`src/rtl/seq_frame_pkg.sv`:
```
`default_nettype none
// ============================================================================
// Module      : seq_frame_pkg
// Description : Shared types and default framing constants for the serial
//               frame transmitter and the "101" detector benches.
// Revision    : 1.0 - initial release
// ============================================================================
package seq_frame_pkg;

  // Frame phases of the transmitter.
  typedef enum logic [1:0] {
    IDLE  = 2'd0,
    PRE   = 2'd1,
    DATA  = 2'd2,
    GUARD = 2'd3
  } state_t;

  // Default framing shared with the detector testbenches.
  localparam int                         c_def_data_w    = 8;
  localparam int                         c_def_pre_len   = 3;
  localparam logic [c_def_pre_len-1:0]   c_def_preamble  = 3'b101;
  localparam int                         c_def_guard_len = 3;

  // Largest of three lengths; sizes the shared phase counter.
  function automatic int max3(input int a, input int b, input int c);
    int m;
    m = a;
    if (b > m) m = b;
    if (c > m) m = c;
    return m;
  endfunction

endpackage
`default_nettype wire

```
`src/rtl/seq_piso.sv`:
```
`default_nettype none
// ============================================================================
// Module      : seq_piso
// Description : DATA_W-bit parallel-load, MSB-first shift register with
//               separate load and shift enables (load has priority).
// Revision    : 1.0 - initial release
// ============================================================================
module seq_piso #(
  parameter int DATA_W = 8
) (
  input  logic              clk,
  input  logic              reset,
  input  logic              load,
  input  logic              shift,
  input  logic [DATA_W-1:0] d,
  output logic              msb
);

  logic [DATA_W-1:0] r_q;

  // Load a new word, or move the next bit up to the MSB position.
  always_ff @(posedge clk or posedge reset) begin
    if (reset) begin
      r_q <= '0;
    end else if (load) begin
      r_q <= d;
    end else if (shift) begin
      r_q <= r_q << 1;
    end
  end

  assign msb = r_q[DATA_W-1];

endmodule
`default_nettype wire

```
`src/rtl/seq_frame_tx.sv`:
```
`default_nettype none
// ============================================================================
// Module      : seq_frame_tx
// Description : Serial frame transmitter. Accepts a word over valid/ready and
//               sends preamble, payload (MSB first) and a zero guard interval
//               on a single registered bit line.
// Revision    : 1.0 - initial release
// ============================================================================
module seq_frame_tx
  import seq_frame_pkg::*;
#(
  parameter int                 DATA_W    = c_def_data_w,
  parameter int                 PRE_LEN   = c_def_pre_len,
  parameter logic [PRE_LEN-1:0] PREAMBLE  = PRE_LEN'(c_def_preamble),
  parameter int                 GUARD_LEN = c_def_guard_len
) (
  input  logic              clk,
  input  logic              reset,
  input  logic              in_valid,
  output logic              in_ready,
  input  logic [DATA_W-1:0] in_data,
  output logic              bit_out,
  output logic              bit_en,
  output logic              busy,
  output logic              done
);

  localparam int                 c_cnt_w      = $clog2(max3(PRE_LEN, DATA_W, GUARD_LEN) + 1);
  localparam logic [c_cnt_w-1:0] c_cnt_one    = c_cnt_w'(1);
  localparam logic [c_cnt_w-1:0] c_pre_last   = c_cnt_w'(PRE_LEN - 1);
  localparam logic [c_cnt_w-1:0] c_data_last  = c_cnt_w'(DATA_W - 1);
  localparam logic [c_cnt_w-1:0] c_guard_last = c_cnt_w'(GUARD_LEN - 1);

  state_t               r_state;
  state_t               w_state_n;
  logic [c_cnt_w-1:0]   r_cnt;
  logic [c_cnt_w-1:0]   w_cnt_n;
  logic                 r_bit_out;
  logic                 r_bit_en;
  logic                 r_done;
  logic                 w_bit_out_n;
  logic                 w_bit_en_n;
  logic                 w_done_n;
  logic                 w_load;
  logic                 w_shift;
  logic                 w_accept;
  logic                 w_pre_bit;
  logic                 w_msb;

  // Payload shift register; the FSM loads it on accept and shifts as bits go out.
  seq_piso #(
    .DATA_W (DATA_W)
  ) u_piso (
    .clk   (clk),
    .reset (reset),
    .load  (w_load),
    .shift (w_shift),
    .d     (in_data),
    .msb   (w_msb)
  );

  // Preamble bit for the next PRE cycle (index r_cnt+1), with constant indices only.
  always_comb begin
    w_pre_bit = 1'b0;
    for (int i = 1; i < PRE_LEN; i++) begin
      if (r_cnt == c_cnt_w'(i - 1)) begin
        w_pre_bit = PREAMBLE[PRE_LEN-1-i];
      end
    end
  end

  // Next state and next registered outputs: each output register holds the bit
  // belonging to the state/count being entered, so the line is never a cycle late.
  always_comb begin
    w_accept    = in_valid && (r_state == IDLE);
    w_state_n   = r_state;
    w_cnt_n     = r_cnt;
    w_bit_out_n = 1'b0;
    w_bit_en_n  = 1'b0;
    w_done_n    = 1'b0;
    w_load      = 1'b0;
    w_shift     = 1'b0;
    case (r_state)
      IDLE: begin
        if (w_accept) begin
          w_state_n   = PRE;
          w_cnt_n     = '0;
          w_load      = 1'b1;
          w_bit_out_n = PREAMBLE[PRE_LEN-1];
          w_bit_en_n  = 1'b1;
        end
      end
      PRE: begin
        w_bit_en_n = 1'b1;
        if (r_cnt == c_pre_last) begin
          w_state_n   = DATA;
          w_cnt_n     = '0;
          w_bit_out_n = w_msb;
          w_shift     = 1'b1;
        end else begin
          w_cnt_n     = r_cnt + c_cnt_one;
          w_bit_out_n = w_pre_bit;
        end
      end
      DATA: begin
        w_bit_en_n = 1'b1;
        if (r_cnt == c_data_last) begin
          w_state_n = GUARD;
          w_cnt_n   = '0;
        end else begin
          w_cnt_n     = r_cnt + c_cnt_one;
          w_bit_out_n = w_msb;
          w_shift     = 1'b1;
        end
      end
      GUARD: begin
        if (r_cnt == c_guard_last) begin
          w_state_n = IDLE;
          w_cnt_n   = '0;
          w_done_n  = 1'b1;
        end else begin
          w_cnt_n    = r_cnt + c_cnt_one;
          w_bit_en_n = 1'b1;
        end
      end
      default: begin
        w_state_n = IDLE;
        w_cnt_n   = '0;
      end
    endcase
  end

  // State, counter and output registers; reset clears the line immediately.
  always_ff @(posedge clk or posedge reset) begin
    if (reset) begin
      r_state   <= IDLE;
      r_cnt     <= '0;
      r_bit_out <= 1'b0;
      r_bit_en  <= 1'b0;
      r_done    <= 1'b0;
    end else begin
      r_state   <= w_state_n;
      r_cnt     <= w_cnt_n;
      r_bit_out <= w_bit_out_n;
      r_bit_en  <= w_bit_en_n;
      r_done    <= w_done_n;
    end
  end

  assign bit_out  = r_bit_out;
  assign bit_en   = r_bit_en;
  assign done     = r_done;
  assign in_ready = (r_state == IDLE);
  assign busy     = (r_state != IDLE);

endmodule
`default_nettype wire

```
`config.mk`:
```
export PLATFORM = sky130hd
export DESIGN_NAME = seq_frame_tx
export DESIGN_NICKNAME = d
export VERILOG_FILES = /design/src/rtl/seq_frame_pkg.sv /design/src/rtl/seq_piso.sv /design/src/rtl/seq_frame_tx.sv
export SDC_FILE = /design/constraint.sdc
export NUM_CORES = 1
export LEC_CHECK = 0
export ABC_AREA = 1
export CAP_MARGIN = 5
export CORE_MARGIN = 3
export CORE_UTILIZATION = 53
export DETAILED_ROUTE_END_ITERATION = 16
export PLACE_DENSITY = 0.84
export REMOVE_ABC_BUFFERS = 1
export SETUP_SLACK_MARGIN = 0.4
export SYNTH_ARGS = -nofsm -noshare
export SYNTH_HDL_FRONTEND = slang
export SYNTH_SLANG_ARGS = --single-unit
```
`constraint.sdc`:
```
create_clock -name clk -period 2.8 [get_ports clk]
set_input_delay 0.42 -clock clk [delete_from_list [all_inputs] [get_ports clk]]
set_output_delay 0.42 -clock clk [all_outputs]
set_load 0.05 [all_outputs]
```
== Word-level counts from Yosys, hierarchy flattened ==
Cells that the tools add are included.

* Muxes and demuxes: 23
* Shift operators: 0
* Multipliers: 0
* Divide/modulo/power cells: 0
* $lt $le $gt $ge: 0
* Reduce and logical (&&, ||, !) cells: 7
* Add/sub/neg operators: 1
* Equal/unequal tests: 10
* Bitwise operators: 0

{| class="wikitable"
|+ Operator list
! operator !! number
|-
| two-way mux 8 bit || 2
|-
| two-way mux 4 bit || 3
|-
| case mux 4 bit (3 select lines) || 1
|-
| two-way mux 1 bit || 9
|-
| two-way mux 2 bit || 4
|-
| case mux 2 bit (4 select lines) || 1
|-
| != test 2 bit, second input constant || 3
|-
| case mux 1 bit (3 select lines) || 2
|-
| adder 4 x 1 -> 4 bit, second input constant || 1
|-
| == test 2 bit, second input constant || 2
|-
| == test 4 x 1 -> 1 bit, second input constant || 1
|-
| == test 4 x 2 -> 1 bit, second input constant || 1
|-
| == test 4 x 3 -> 1 bit, second input constant || 1
|-
| AND reduction 4 bit || 1
|-
| nonzero test 2 bit || 2
|-
| OR reduction 2 bit || 2
|-
| == test 2 x 1 -> 1 bit, second input constant || 1
|-
| zero test 2 bit || 1
|-
| != test 2 x 1 -> 1 bit, second input constant || 1
|-
| case mux 1 bit (2 select lines) || 1
|-
| logical AND 1 bit || 1
|}

* Bits in read-only memories: 0
* Output and inout port bits: 5
* Register bits after elaboration: 17
* Input bits: 11
* Memories kept: 0
* Bits in latches: 0
* Bits in writable memories: 0

== Logic depth before layout (Yosys ltp) ==
Gate-level depths: netlist of the first run.

* Depth in word-level cells: 5
* Depth in mapped cells: 8
* Depth with buffers taken out: 8

== By module ==
Synthesis of the first run repeated with hierarchy kept, for this count alone.

* Cells, all modules: 119
* Area, all modules: 1009.7 um^2

{| class="wikitable"
|+ Modules (own cells, without submodules)
! module !! seq. area each (um^2) !! times used !! area each (um^2) !! cells each
|-
| seq_frame_tx || 225.2 || 1 || 629.4 || 75
|-
| seq_piso || 200.2 || 1 || 380.4 || 44
|}

== Worst setup path after synthesis of the first run ==
No wires, ideal clock.

* Kind: reg2reg
* Start point: register r_state[0]
* End point: register r_state[0]
* Library setup time: 126 ps
* Data required time: 2674 ps
* Stages on the path, launching flop included: 8
* Arrival time: 1906 ps
* Slack: 768 ps
* Buffers on the path: 0
* Clock period less this slack: 2032 ps
* Cell sequence: dfrtp_1 inv_1 ha_1 inv_1 nor2_2 inv_1 nand3_2 o21ai_0

* Cells in the longest elaborated chain, start to end: 4

{| class="wikitable"
|+ Ends and longest elaborated chain
! what !! RTL line !! RTL
|-
| from (decl) || seq_frame_tx.sv:34 || <nowiki>state_t r_state;</nowiki>
|-
| from (signal assigned) || seq_frame_tx.sv:142 || <nowiki>r_state <= w_state_n;</nowiki>
|-
| zero test 2 bit (*) || -- ||
|-
| via in_ready || seq_frame_tx.sv:20 || <nowiki>output logic in_ready,</nowiki>
|-
| logical AND 1 bit || seq_frame_tx.sv:75 || <nowiki>w_accept = in_valid && (r_state == IDLE);</nowiki>
|-
| != test 2 x 1 -> 1 bit (no source line) || -- ||
|-
| AND reduction 4 bit (no source line) || -- ||
|}

Mark *: on every way through the listed nets, which the timed path passes. The rest lies on a longest branch.
A chain may end at the register's enable or synchronous reset.

== Worst setup path after layout of the first run ==
* Start point: register r_state[1]
* End point: output in_ready

* Cells in the longest elaborated chain, start to end: 1

{| class="wikitable"
|+ Ends and longest elaborated chain
! what !! RTL line !! RTL
|-
| zero test 2 bit || seq_frame_tx.sv:153 || <nowiki>assign in_ready = (r_state == IDLE);</nowiki>
|-
| to (decl) || seq_frame_tx.sv:20 ||
|}

No other way between the ends.

==> impl_metrics.ini, run 1 <==
[setup_path]
critPathLaunchType = flip-flop
crit_chain = inv_1, ha_1, clkdlybuf4s50_1
cpPeakStageDelay_ns = 0.82
cp_slowest_cell = clkdlybuf4s50_1
crit_fanout = 4
crit_arrival_ns = 1.89
critical-path-top-delay-family = buffers and inverters
path_class = flip-flop to output port
end_kind = output port
crit_buf_inv = 2
cp.required_ns = 2.38

[logic_synthesis]
syn-instance-count = 131
ys_async_sr_fraction = 1.00
ys_ff_latch = 17
yosysWarnings = 0
synth_flop_cell = dfrtp_1
netlist_area_um2 = 1000
synthMostInstantiatedCell = nand2_1
synth_commonest_cells = nand2_1 (51), dfrtp_1 (17), inv_1 (13), nand3_1 (12), ha_1 (8)
synth_edf_count = 0
yosysSeqAreaShare = 0.424
yosysTopAreaCell = dfrtp_1
synth_area_leaders = dfrtp_1 (42%), nand2_1 (19%), ha_1 (10%)
synth_cell_types = 18
synth_top_cell_area_share = 0.424
syn_area_per_cell_um2 = 7.66

[global_routing]
use_met3 = 0.0393
grt_pass1_vias = 858
grtUsageMet1 = 0.227
use_met2 = 0.330
grt_overflow = 0
antenna_found_initial = 0
top_usage_layer = met2
grtUsageTotal = 0.187
grt_start_max_net_pins = 19
grt_pass1_wl_um = 3580

[clock_tree]
clockBufferDepth = 2
clkLatencyLatePin_ns = 0.29
numCtsBuffers = 3
cts.sinks = 17
post-cts-setup-buffers = 0
cts_root_buffer = clkbuf_4
cts_tree = built
htreeDepth = 1
path_clk_slew_ns = 0.10

[route]
drt-pass1-iter-count = 4
num_vias = 860
routed_wl_um = 1940
viasPerCell = 4.94
first_iter_violations = 17
postRouteAntennaNets = 0
wl_per_cell_um = 11.1
drc = 0

[placed_design]
pre_cts_ws_ns = 0.752
io_buffers = 15
place_inst = 170
hpwl_um = 1390
gp_congestion = 0.847
placed_area_um2 = 1180

[cells_and_area]
fin_util = 0.685
n_antenna_cell = 0
area.growth.synth_to_final_pct = 20.4
nets = 169
drive_gt1_frac = 0.0940
fin_cells = 174
postLayoutCellArea_um2 = 1210
fillCellCount = 150

[run_status]
status = finished, final reports clean

[power_and_ir_drop]
seqPwrFrac = 0.311
p_sw_uw = 607
p_comb_frac = 0.584
clkPwrFrac = 0.105
power_mw = 1.24
p_per_area_nw_per_um2 = 1030
p_int_uw = 638
irDropWorstVdd_v = 0.000813
power_leakage_nw = 0.650
netSwitchingFraction = 0.488

[run]
drv_cap = 0

[floorplanning]
dieArea_um2 = 2450
fp.dieW_um = 49.5
pin_count = 16
core_um2 = 1760
fp.dieH_um = 49.5
num_rows = 15
initial_core_util = 0.569

[sta]
worst_pin_slew_ns = 0.642
slew_headroom = 0.571
fmax_mhz = 433
setup_tns_ns = 0
final_hold_viol_count = 0
period_minus_slack_ns = 2.31
finalSetupViolCount = 0
rsz0062_at_grt = no
fin_skew_ns = 0.00276
period_share = 0.825
slew_viol_final = 0
layout_setup_ws_ns = 0.490
timing.hold.ws_ns = 0.512

[min_path]
hold_class = primary input to async pin
[power groups by stage]
stage | Sequential (mW) | Clock [mW] | Combinational (mW)
2_1_floorplan | 0.427 | 0 | 0.511
3_3_place_gp | 0.387 | 0 | 0.703
3_5_place_dp | 0.392 | 0 | 0.719
4_1_cts | 0.387 | 0.134 | 0.730
5_1_grt | 0.400 | 0.148 | 0.813
6_report | 0.387 | 0.131 | 0.727
[state kept, by name, summed over array words and instances, names as in the netlist]
name and cells:
r_state 2, done 1, bit_out 1, r_cnt 4, bit_en 1, u_piso.r_q 8
[repair_timing]
item                       in CTS  in global routing
hold buffers                    0                  0
resized for setup               0                  1
setup endpoints to repair       0                  1
[cell usage in the layout, fill, tap and decap left out]
cell type and instances:
nand3_1 12, clkinv_1 1, o21ai_2 2, dlymetal6s2s_1 1
xor2_1 1, nor2_2 1, clkbuf_1 1, nand3_2 1
nand2_2 3, clkbuf_4 3, inv_1 13, ha_1 8
nand4_1 1, a21oi_1 3, or2_2 2, dfrtp_1 17
o21ai_0 5, nor2_1 7, nand2_4 2, clkdlybuf4s50_1 14
nand2_1 51
[worst reg2reg max path, cell delays in order (launching register included)]
cell      delay, ns
dfrtp_1        0.42
inv_1          0.10
ha_1           0.24
nand2_2        0.29
clkinv_1       0.33
nand2_1        0.14
nand2_1        0.06
nand2_1        0.07
nand2_1        0.06
[area by class of cell]
cell class	instances	area [um^2]	area share
clock buffer	4	26.3	0.0217
inverter	14	52.6	0.0435
tap	25	31.3	0.0259
sequential	17	425	0.352
multi-input combinational	99	520	0.431
timing repair buffer	15	153	0.126
[layer usage]
layer  share of wire  vias to the layer above  wire [um]
li1                -                      446          -
met1            0.47                      383        907
met2            0.47                       29        915
met3           0.051                        2         99
met4          0.0077                        0         15
met5               0                        -          0
[final timing paths]
path	endpoint	cells after the start	slack, ns	start
max	in_ready	3	0.49	r_state[1]$_DFFE_PP0P_
min	u_piso.r_q[7]$_DFFE_PP0P_	2	0.51	reset
max reg2reg	u_piso.r_q[1]$_DFFE_PP0P_	8	0.99	r_state[0]$_DFFE_PP0P_
min reg2reg	u_piso.r_q[5]$_DFFE_PP0P_	2	0.51	u_piso.r_q[5]$_DFFE_PP0P_
max in group asynchronous	u_piso.r_q[5]$_DFFE_PP0P_	2	1.88	reset
min in group clk	u_piso.r_q[5]$_DFFE_PP0P_	2	0.51	u_piso.r_q[5]$_DFFE_PP0P_
[kinds of logic after synthesis]
kind of cell	count (synthesis)	share of synthesized area
buffers and inverters	15	0.0574
AOI/OAI and AO/OA	10	0.0574
DFF	17	0.424
xor gates and xnor gates	1	0.00873
and+or+nand+nor	80	0.353
adders and majority gates	8	0.0998
(Power assumes the default switching activity.)
==> inputs of run 2 (changes only) <==
CORE_UTILIZATION = 47   (was 53)
PLACE_DENSITY = 0.79   (was 0.84)
clock period = 1.85 ns   (was 2.8 ns; I/O delays follow)
==> impl_metrics.ini, run 2 (same netlist as run 1, synthesis figures left out) <==
[sta]
period_minus_slack_ns = 1.46
slew_headroom = 0.573
worst_pin_slew_ns = 0.640
period_share = 0.787
rsz0062_at_grt = yes
final_hold_viol_count = 0
slew_viol_final = 0
fmax_mhz = 687
fin_skew_ns = 0.00700
finalSetupViolCount = 0

[global_routing]
antenna_found_initial = 0
grt_start_max_net_pins = 18
grt_overflow = 0
grtUsageTotal = 0.181
grt_pass1_vias = 864
grt_pass1_wl_um = 3710

[cells_and_area]
area.growth.synth_to_final_pct = 40.3
top_register = u_piso.r_q
drive_gt1_frac = 0.280
n_antenna_cell = 0
layout_commonest_cell = nand2_1
nets = 184
fin_cells = 191
reg_top3 = u_piso.r_q: 8 flops, r_cnt: 4 flops, r_state: 2 flops
postLayoutCellArea_um2 = 1410
layout_common_cells = nand2_1 (50), dfrtp_1 (16), buf_4 (14)
largest_reg_flops = 8

[setup_path]
r2r-end = r_cnt[2]$_DFFE_PP0N_
crit_arrival_ns = 1.63
path_class = flip-flop to flip-flop
crit_chain = inv_2, buf_4, ha_4, or2_2, nand3_1, nand2_1, nand3_1, nand2_1
rr_worst_depth = 8
cp.required_ns = 2.03
end_kind = flip-flop
reg2reg_from = r_state[1]$_DFFE_PP0P_
cp_slowest_cell = dfrtp_1
cpPeakStageDelay_ns = 0.42
r2r_setup_slack_ns = 0.39
crit_fanout = 4
crit_buf_inv = 2
critPathLaunchType = flip-flop
critical-path-top-delay-family = simple AND/OR/NAND/NOR gates

[route]
postRouteAntennaNets = 0
num_vias = 950
first_iter_violations = 20
drt-pass1-iter-count = 4
viasPerCell = 4.97
wl_per_cell_um = 12.0
drc = 0
routed_wl_um = 2300

[floorplanning]
fp.dieH_um = 52.2
num_rows = 16
core_um2 = 1980
fp.dieW_um = 52.2
dieArea_um2 = 2730
pin_count = 16
initial_core_util = 0.506

[run_status]
status = finished, final reports clean

[run]
drv_cap = 0

[clock_tree]
numCtsBuffers = 3
clkLatencyLatePin_ns = 0.28
cts_root_buffer = clkbuf_4
cts_hold_buf = 0
path_clk_slew_ns = 0.10
cts_tree = built
clockBufferDepth = 2
cts.sinks = 17
htreeDepth = 1

[power_and_ir_drop]
p_per_area_nw_per_um2 = 1670
irDropWorstVdd_v = 0.00176
power_leakage_nw = 0.728

[min_path]
hold_class = primary input to async pin

[placed_design]
hpwl_um = 1480
io_buffers = 15
gp_congestion = 0.803
place_inst = 173
placed_area_um2 = 1210
-- run 2: cell count changes in the layout (fill, tap and decap cells not counted), sizes merged --
cell / previous run / this run
buf: 0 / 16
clkdlybuf4s15: 0 / 1
clkdlybuf4s50: 14 / 10
clkinvlp: 0 / 1
dlygate4sd2: 0 / 1
dlymetal6s2s: 1 / 0
nand2: 56 / 57
-- run 2: layout make-up --
cell class                      count  area (um^2)
Clock buffer                        3         22.5
Sequential cell                    17          427
Multi-Input combinational cell    100          589
Timing Repair Buffer               29          269
Tap cell                           27         33.8
Inverter                           14         61.3
Fill cell                         148          574
Clock inverter                      1         5.00
-- run 2: timing repair --
action,4_1_cts,5_1_grt
pin swaps,3,2
resized for setup,10,18
setup endpoints to repair,18,19
gates cloned,1,0
buffers inserted,7,6
-- run 2: per-stage QoR --
step / hold slack, ns / setup slack (ns) / power (mW) / setup TNS, ns / utilization
floorplan: 0.204 / -0.182 / 1.42 / -0.931 / -
global placement: 0.487 / 0.379 / 1.74 / 0 / 0.610
detailed placement: 0.496 / 0.302 / 1.78 / 0 / 0.610
CTS: 0.384 / 0.374 / 2.15 / 0 / 0.661
global route: 0.456 / 0.306 / 2.54 / 0 / 0.710
finish: 0.372 / 0.395 / 2.35 / 0 / 0.710
-- run 2: worst max-delay path by stage --
stage / start / end / slack [ns] / cells past startpoint
3_3_place_gp: r_state[0]$_DFFE_PP0P_ / r_state[1]$_DFFE_PP0P_ / 0.38 / 7
4_1_cts: r_state[0]$_DFFE_PP0P_ / busy / 0.37 / 4
5_1_grt: r_state[0]$_DFFE_PP0P_ / r_state[0]$_DFFE_PP0P_ / 0.31 / 8
2_1_floorplan: r_state[0]$_DFFE_PP0P_ / r_state[0]$_DFFE_PP0P_ / -0.18 / 7
3_5_place_dp: r_state[1]$_DFFE_PP0P_ / r_state[0]$_DFFE_PP0P_ / 0.30 / 7
6_report: r_state[1]$_DFFE_PP0P_ / r_cnt[2]$_DFFE_PP0N_ / 0.39 / 8
-- run 2: per-layer routing --
| metal | GRT usage | routed length [um] | up-vias | part of all wire |
|---|---|---|---|---|
| met1 | 0.237 | 1080 | 444 | 0.47 |
| met3 | 0.0256 | 83 | 4 | 0.036 |
| met5 | 0 | 0 | - | 0 |
| met4 | 0.0596 | 25 | 0 | 0.011 |
| li1 | - | - | 476 | - |
| met2 | 0.305 | 1110 | 26 | 0.48 |
-- run 2: power by group --
part / internal [mW] / switching (mW)
clock: 0.0800 / 0.112
combinational: 0.678 / 0.885
sequential: 0.504 / 0.0884
==> inputs of run 3 (changes only) <==
clock period = 1.26 ns   (was 1.85 ns; I/O delays follow)
==> impl_metrics.ini, run 3 (same netlist as run 1, synthesis figures left out) <==
[clock_tree]
cts_hold_buf = 0
cts_tree = built
cts.sinks = 17
path_clk_slew_ns = 0.11
clockBufferDepth = 2
clkLatencyLatePin_ns = 0.30
numCtsBuffers = 3
cts_root_buffer = clkbuf_4
htreeDepth = 1

[cells_and_area]
largest_reg_flops = 8
n_antenna_cell = 0
reg_top3 = u_piso.r_q: 8 flops, r_cnt: 4 flops, r_state: 2 flops
nets = 194
area.growth.synth_to_final_pct = 75.4
layout_commonest_cell = nand2_1
top_register = u_piso.r_q
fin_util = 0.888
drive_gt1_frac = 0.471
layout_common_cells = nand2_1 (39), buf_4 (16), dfrtp_1 (15)

[setup_path]
crit_arrival_ns = 1.65
rr_worst_depth = 9
r2r_setup_slack_ns = -0.20
reg2reg_from = r_state[1]$_DFFE_PP0P_
crit_buf_inv = 3
crit_fanout = 5
critPathLaunchType = flip-flop
cp.required_ns = 1.45
path_class = flip-flop to flip-flop
critical-path-top-delay-family = simple AND/OR/NAND/NOR gates
critical_path.most_common_cell = nand2_1
r2r-end = u_piso.r_q[2]$_DFFE_PP0P_
crit_chain = inv_2, ha_4, buf_4, nand2_8, buf_8, nand2_1, nand2_1, nand2_2, nand2_1
path_depth = 9
cpPeakStageDelay_ns = 0.40
end_kind = flip-flop
cp_slowest_cell = dfrtp_1

[sta]
period_share = 1.16
timing.hold.ws_ns = 0.197
slew_viol_final = 0
fin_skew_ns = 0.00545
fmax_mhz = 686
final_hold_viol_count = 0
slew_headroom = 0.824
rsz0062_at_grt = yes
layout_setup_ws_ns = -0.198
finalSetupViolCount = 18
period_minus_slack_ns = 1.46
worst_pin_slew_ns = 0.264

[floorplanning]
initial_core_util = 0.506
fp.dieW_um = 52.2
core_um2 = 1980
dieArea_um2 = 2730
pin_count = 16
fp.dieH_um = 52.2
num_rows = 16

[route]
first_iter_violations = 70
viasPerCell = 5.63
routed_wl_um = 3590
num_vias = 1132
postRouteAntennaNets = 0
drt-pass1-iter-count = 4
wl_per_cell_um = 17.9
drc = 0

[power_and_ir_drop]
power_mw = 4.72
irDropWorstVdd_v = 0.00288
p_per_area_nw_per_um2 = 2680
power_leakage_nw = 0.861

[placed_design]
io_buffers = 15
hpwl_um = 1560
gp_congestion = 0.828

[global_routing]
antenna_found_initial = 0
grt_pass1_vias = 990
grt_start_max_net_pins = 18
grt_overflow = 0
grtUsageTotal = 0.225
grt_pass1_wl_um = 4450

[run_status]
violations = setup timing
status = finished with violations

[run]
drv_cap = 0

[min_path]
hold_class = primary input to async pin
run 3: cell count changes in the layout (fill, tap and decap cells not counted), sizes merged:
| cell | change |
|---|---|
| buf | +12 |
| clkdlybuf4s15 | -1 |
| clkinvlp | -1 |
| dlygate4sd2 | -1 |
| inv | +1 |
run 3: how the worst max path moves through the flow:
stage,endpoint,slack [ns],start
6_report,u_piso.r_q[2]$_DFFE_PP0P_,-0.20,r_state[1]$_DFFE_PP0P_
5_1_grt,u_piso.r_q[1]$_DFFE_PP0P_,-0.26,r_state[0]$_DFFE_PP0P_
4_1_cts,busy,-0.15,r_state[1]$_DFFE_PP0P_
3_5_place_dp,u_piso.r_q[5]$_DFFE_PP0P_,-0.18,r_state[0]$_DFFE_PP0P_
3_3_place_gp,u_piso.r_q[2]$_DFFE_PP0P_,-0.12,r_state[0]$_DFFE_PP0P_
2_1_floorplan,r_state[0]$_DFFE_PP0P_,-0.77,r_state[0]$_DFFE_PP0P_
run 3: through the flow:
stage	cells	cell area, um^2	setup TNS, ns	setup slack [ns]
floorplan	130	998	-9.58	-0.772
global placement	186	1340	-1.45	-0.119
detailed placement	186	1340	-2.28	-0.177
CTS	196	1560	-1.58	-0.151
global route	201	1760	-3.32	-0.263
finish	201	1760	-2.24	-0.198
run 3: repair_timing:
action / 4_1_cts / 5_1_grt
setup endpoints to repair: 22 / 22
setup buffers: 4 / 4
gates cloned: 2 / 1
pin swaps: 7 / 9
gates resized for setup: 38 / 37
run 3: final cells by class:
cell class / instances / area [um^2]
Timing Repair Buffer: 39 / 444
Inverter: 14 / 62.6
Sequential cell: 17 / 428
Clock buffer: 3 / 22.5
Fill cell: 78 / 221
Tap cell: 27 / 33.8
Clock inverter: 1 / 5.00
Multi-Input combinational cell: 100 / 764
run 3: metal layers:
metal  GRT usage  wire length (um)  vias up  share of wire
li1            -                 -      500              -
met1       0.265              1300      536           0.36
met2       0.387              1910       79           0.53
met3      0.0456               253       17          0.071
met4       0.106               122        0          0.034
met5           0                 0        -              0
run 3: report_power, final:
part / switching [mW] / total (mW) / internal, mW
Sequential: 0.166 / 0.907 / 0.741
Combinational: 1.92 / 3.51 / 1.60
Clock: 0.184 / 0.303 / 0.118
run 3: worst register-to-register path, cell delays in order, from the launching register on:
cell and delay (ns):
dfrtp_1 0.40, inv_2 0.10, ha_4 0.17, buf_4 0.14
nand2_8 0.08, buf_8 0.15, nand2_1 0.09, nand2_1 0.11
nand2_2 0.08, nand2_1 0.05
==> patch, RTL diff (flow settings as in run 2) <==
Reset style: synchronous (`reset`), changed in 2 clocked blocks.
--- a/src/rtl/seq_piso.sv
+++ b/src/rtl/seq_piso.sv
@@ -19,7 +19,7 @@
   logic [DATA_W-1:0] r_q;
 
   // Load a new word, or move the next bit up to the MSB position.
-  always_ff @(posedge clk or posedge reset) begin
+  always_ff @(posedge clk) begin
     if (reset) begin
       r_q <= '0;
     end else if (load) begin
--- a/src/rtl/seq_frame_tx.sv
+++ b/src/rtl/seq_frame_tx.sv
@@ -131,7 +131,7 @@
   end
 
   // State, counter and output registers; reset clears the line immediately.
-  always_ff @(posedge clk or posedge reset) begin
+  always_ff @(posedge clk) begin
     if (reset) begin
       r_state   <= IDLE;
       r_cnt     <= '0;
Function: differs if reset is asserted again (counterexample within 4 cycles, from zero or initial values and one cycle with reset high); with reset held inactive, the same outputs for 10 cycles.
==> patch against run 2 <==
- register-to-register slack improved by 0.11 ns
- power decreased by 2.0%
- setup slack gained 0.045 ns
- sequential cell count is the same
- area after synthesis increased by 1.1%
- critical path depth is 4 lower
- clock skew decreased by 0.0050 ns
- routed wire length is 3.7% higher
- cell area is 3.6% lower
- first-iteration DRC count rose by 70%
- via count up 2.0%
- core utilization fell by 3.3 points
- critical path type is now register to output port
==> patch: results (changes against run 2) <==
DRT Pass-1 Iters=4 (unchanged); layout cells sized above 1=27.5% (was 28.0%); Total GRT Usage=17.9% (was 18.1%); slowest CP cell=dfxtp_2 (was dfrtp_1); CP startpoint=r_state[1] (unchanged); CP arrival=1.13 ns (was 1.63 ns); HPWL after detailed placement=1.53 mm (was 1.48 mm); vias=969 (was 950); reg2reg path depth=7 (was 8); first-pass GRT wire length=3.67 mm (was 3.71 mm); Most used DFF post-synth=dfxtp_1 (was dfrtp_1); XOR/XNOR share of the synthesized area=0.863% (was 0.873%); Mapped Cells=147 (was 131); status=finished, final reports clean (unchanged); DRT Wirelength=2.38 mm (was 2.30 mm); Top Registers=u_piso.r_q (8), r_cnt (4), r_state (2) (unchanged); Fillers=166 (was 148); largest net degree at the start of global routing=15 (was 18); CP max FO=3 (was 4); HP Class=register to register (was input pin to async pin); Post-Place Cells=187 (was 173); vias in the first global route=848 (was 864); Clock Skew=0.00200 ns (was 0.00700 ns); GPL Wtd Cong=0.851 (was 0.803); compound-gate portion of the synthesized area=5.80% (was 5.74%); dpl ws=0.146 ns (was 0.302 ns); routed length per instance=12.0 um (about the same); Post-synth top cells=nand2_1 (45), inv_1 (18), dfxtp_1 (17), nor2_1 (17), ha_1 (8) (was nand2_1 (51), dfrtp_1 (17), inv_1 (13)); Synth Area in Adders=9.86% (was 9.98%); CP max stage delay=0.35 ns (was 0.42 ns); Slew @ Worst Pin=0.484 ns (was 0.640 ns); reg2reg start=r_state[0] (was r_state[1]); sequential share of the synthesized area=33.5% (was 42.4%); FFs w/ async S/R, synth=0% (was 100%); max-cap viol count=0 (unchanged)
[patch: metrics by stage]
stage,utilization (%),hold slack [ns]
after floorplan,-,0.347
final,67.8,0.488
after detailed placement,59.6,0.472
after global routing,67.8,0.501
after CTS,65.1,0.487
after global placement,59.6,0.463
[patch: logic make-up after synthesis]
group           count (synthesis)
buf+inv                        22
compound gates                 10
xor+xnor                        1
simple gates                   89
flops                          17
fa+ha+maj                       8
[patch: final cells by class]
class / instances / area share (%)
inverter: 19 / 5.26
sequential: 17 / 25.8
clock buffer: 4 / 1.94
timing repair buffer: 22 / 15.3
tap: 27 / 2.49
multi-input combinational: 109 / 49.2
[patch: path summary, 6_finish.rpt]
check                           slack, ns            end
worst max-delay path                 0.44           busy
worst min-delay path                 0.49  u_piso.r_q[3]
worst max register to register       0.50     r_state[1]
worst min register to register       0.49  u_piso.r_q[3]
[patch: timing repair]
item | in CTS | in global routing
resized for setup | 15 | 13
buffers inserted | 6 | 0
pin swaps | 1 | 2
hold buffers | 0 | 0
endpoints found under the setup margin | 19 | 14
endpoints found under the hold margin | 0 | 0
gates cloned | 0 | 1
[patch: power breakdown]
part	internal [mW]	switching (mW)
Sequential	0.486	0.0778
Clock	0.0839	0.121
Combinational	0.594	0.939
Total	1.16	1.14
[patch: worst max-delay path, delay by kind of cell, from the launching register on]
family / cells / cell delay [ns]
flops: 1 / 0.35
buf+inv: 3 / 0.31
fa+ha+maj: 1 / 0.18
[patch: layer usage]
metal	vias to the layer above	track usage, %	routed length, um
li1	501	-	-
met1	440	23.4	1110
met2	21	28.3	1130
met3	7	3.42	83
met4	0	7.66	56
met5	-	0	0
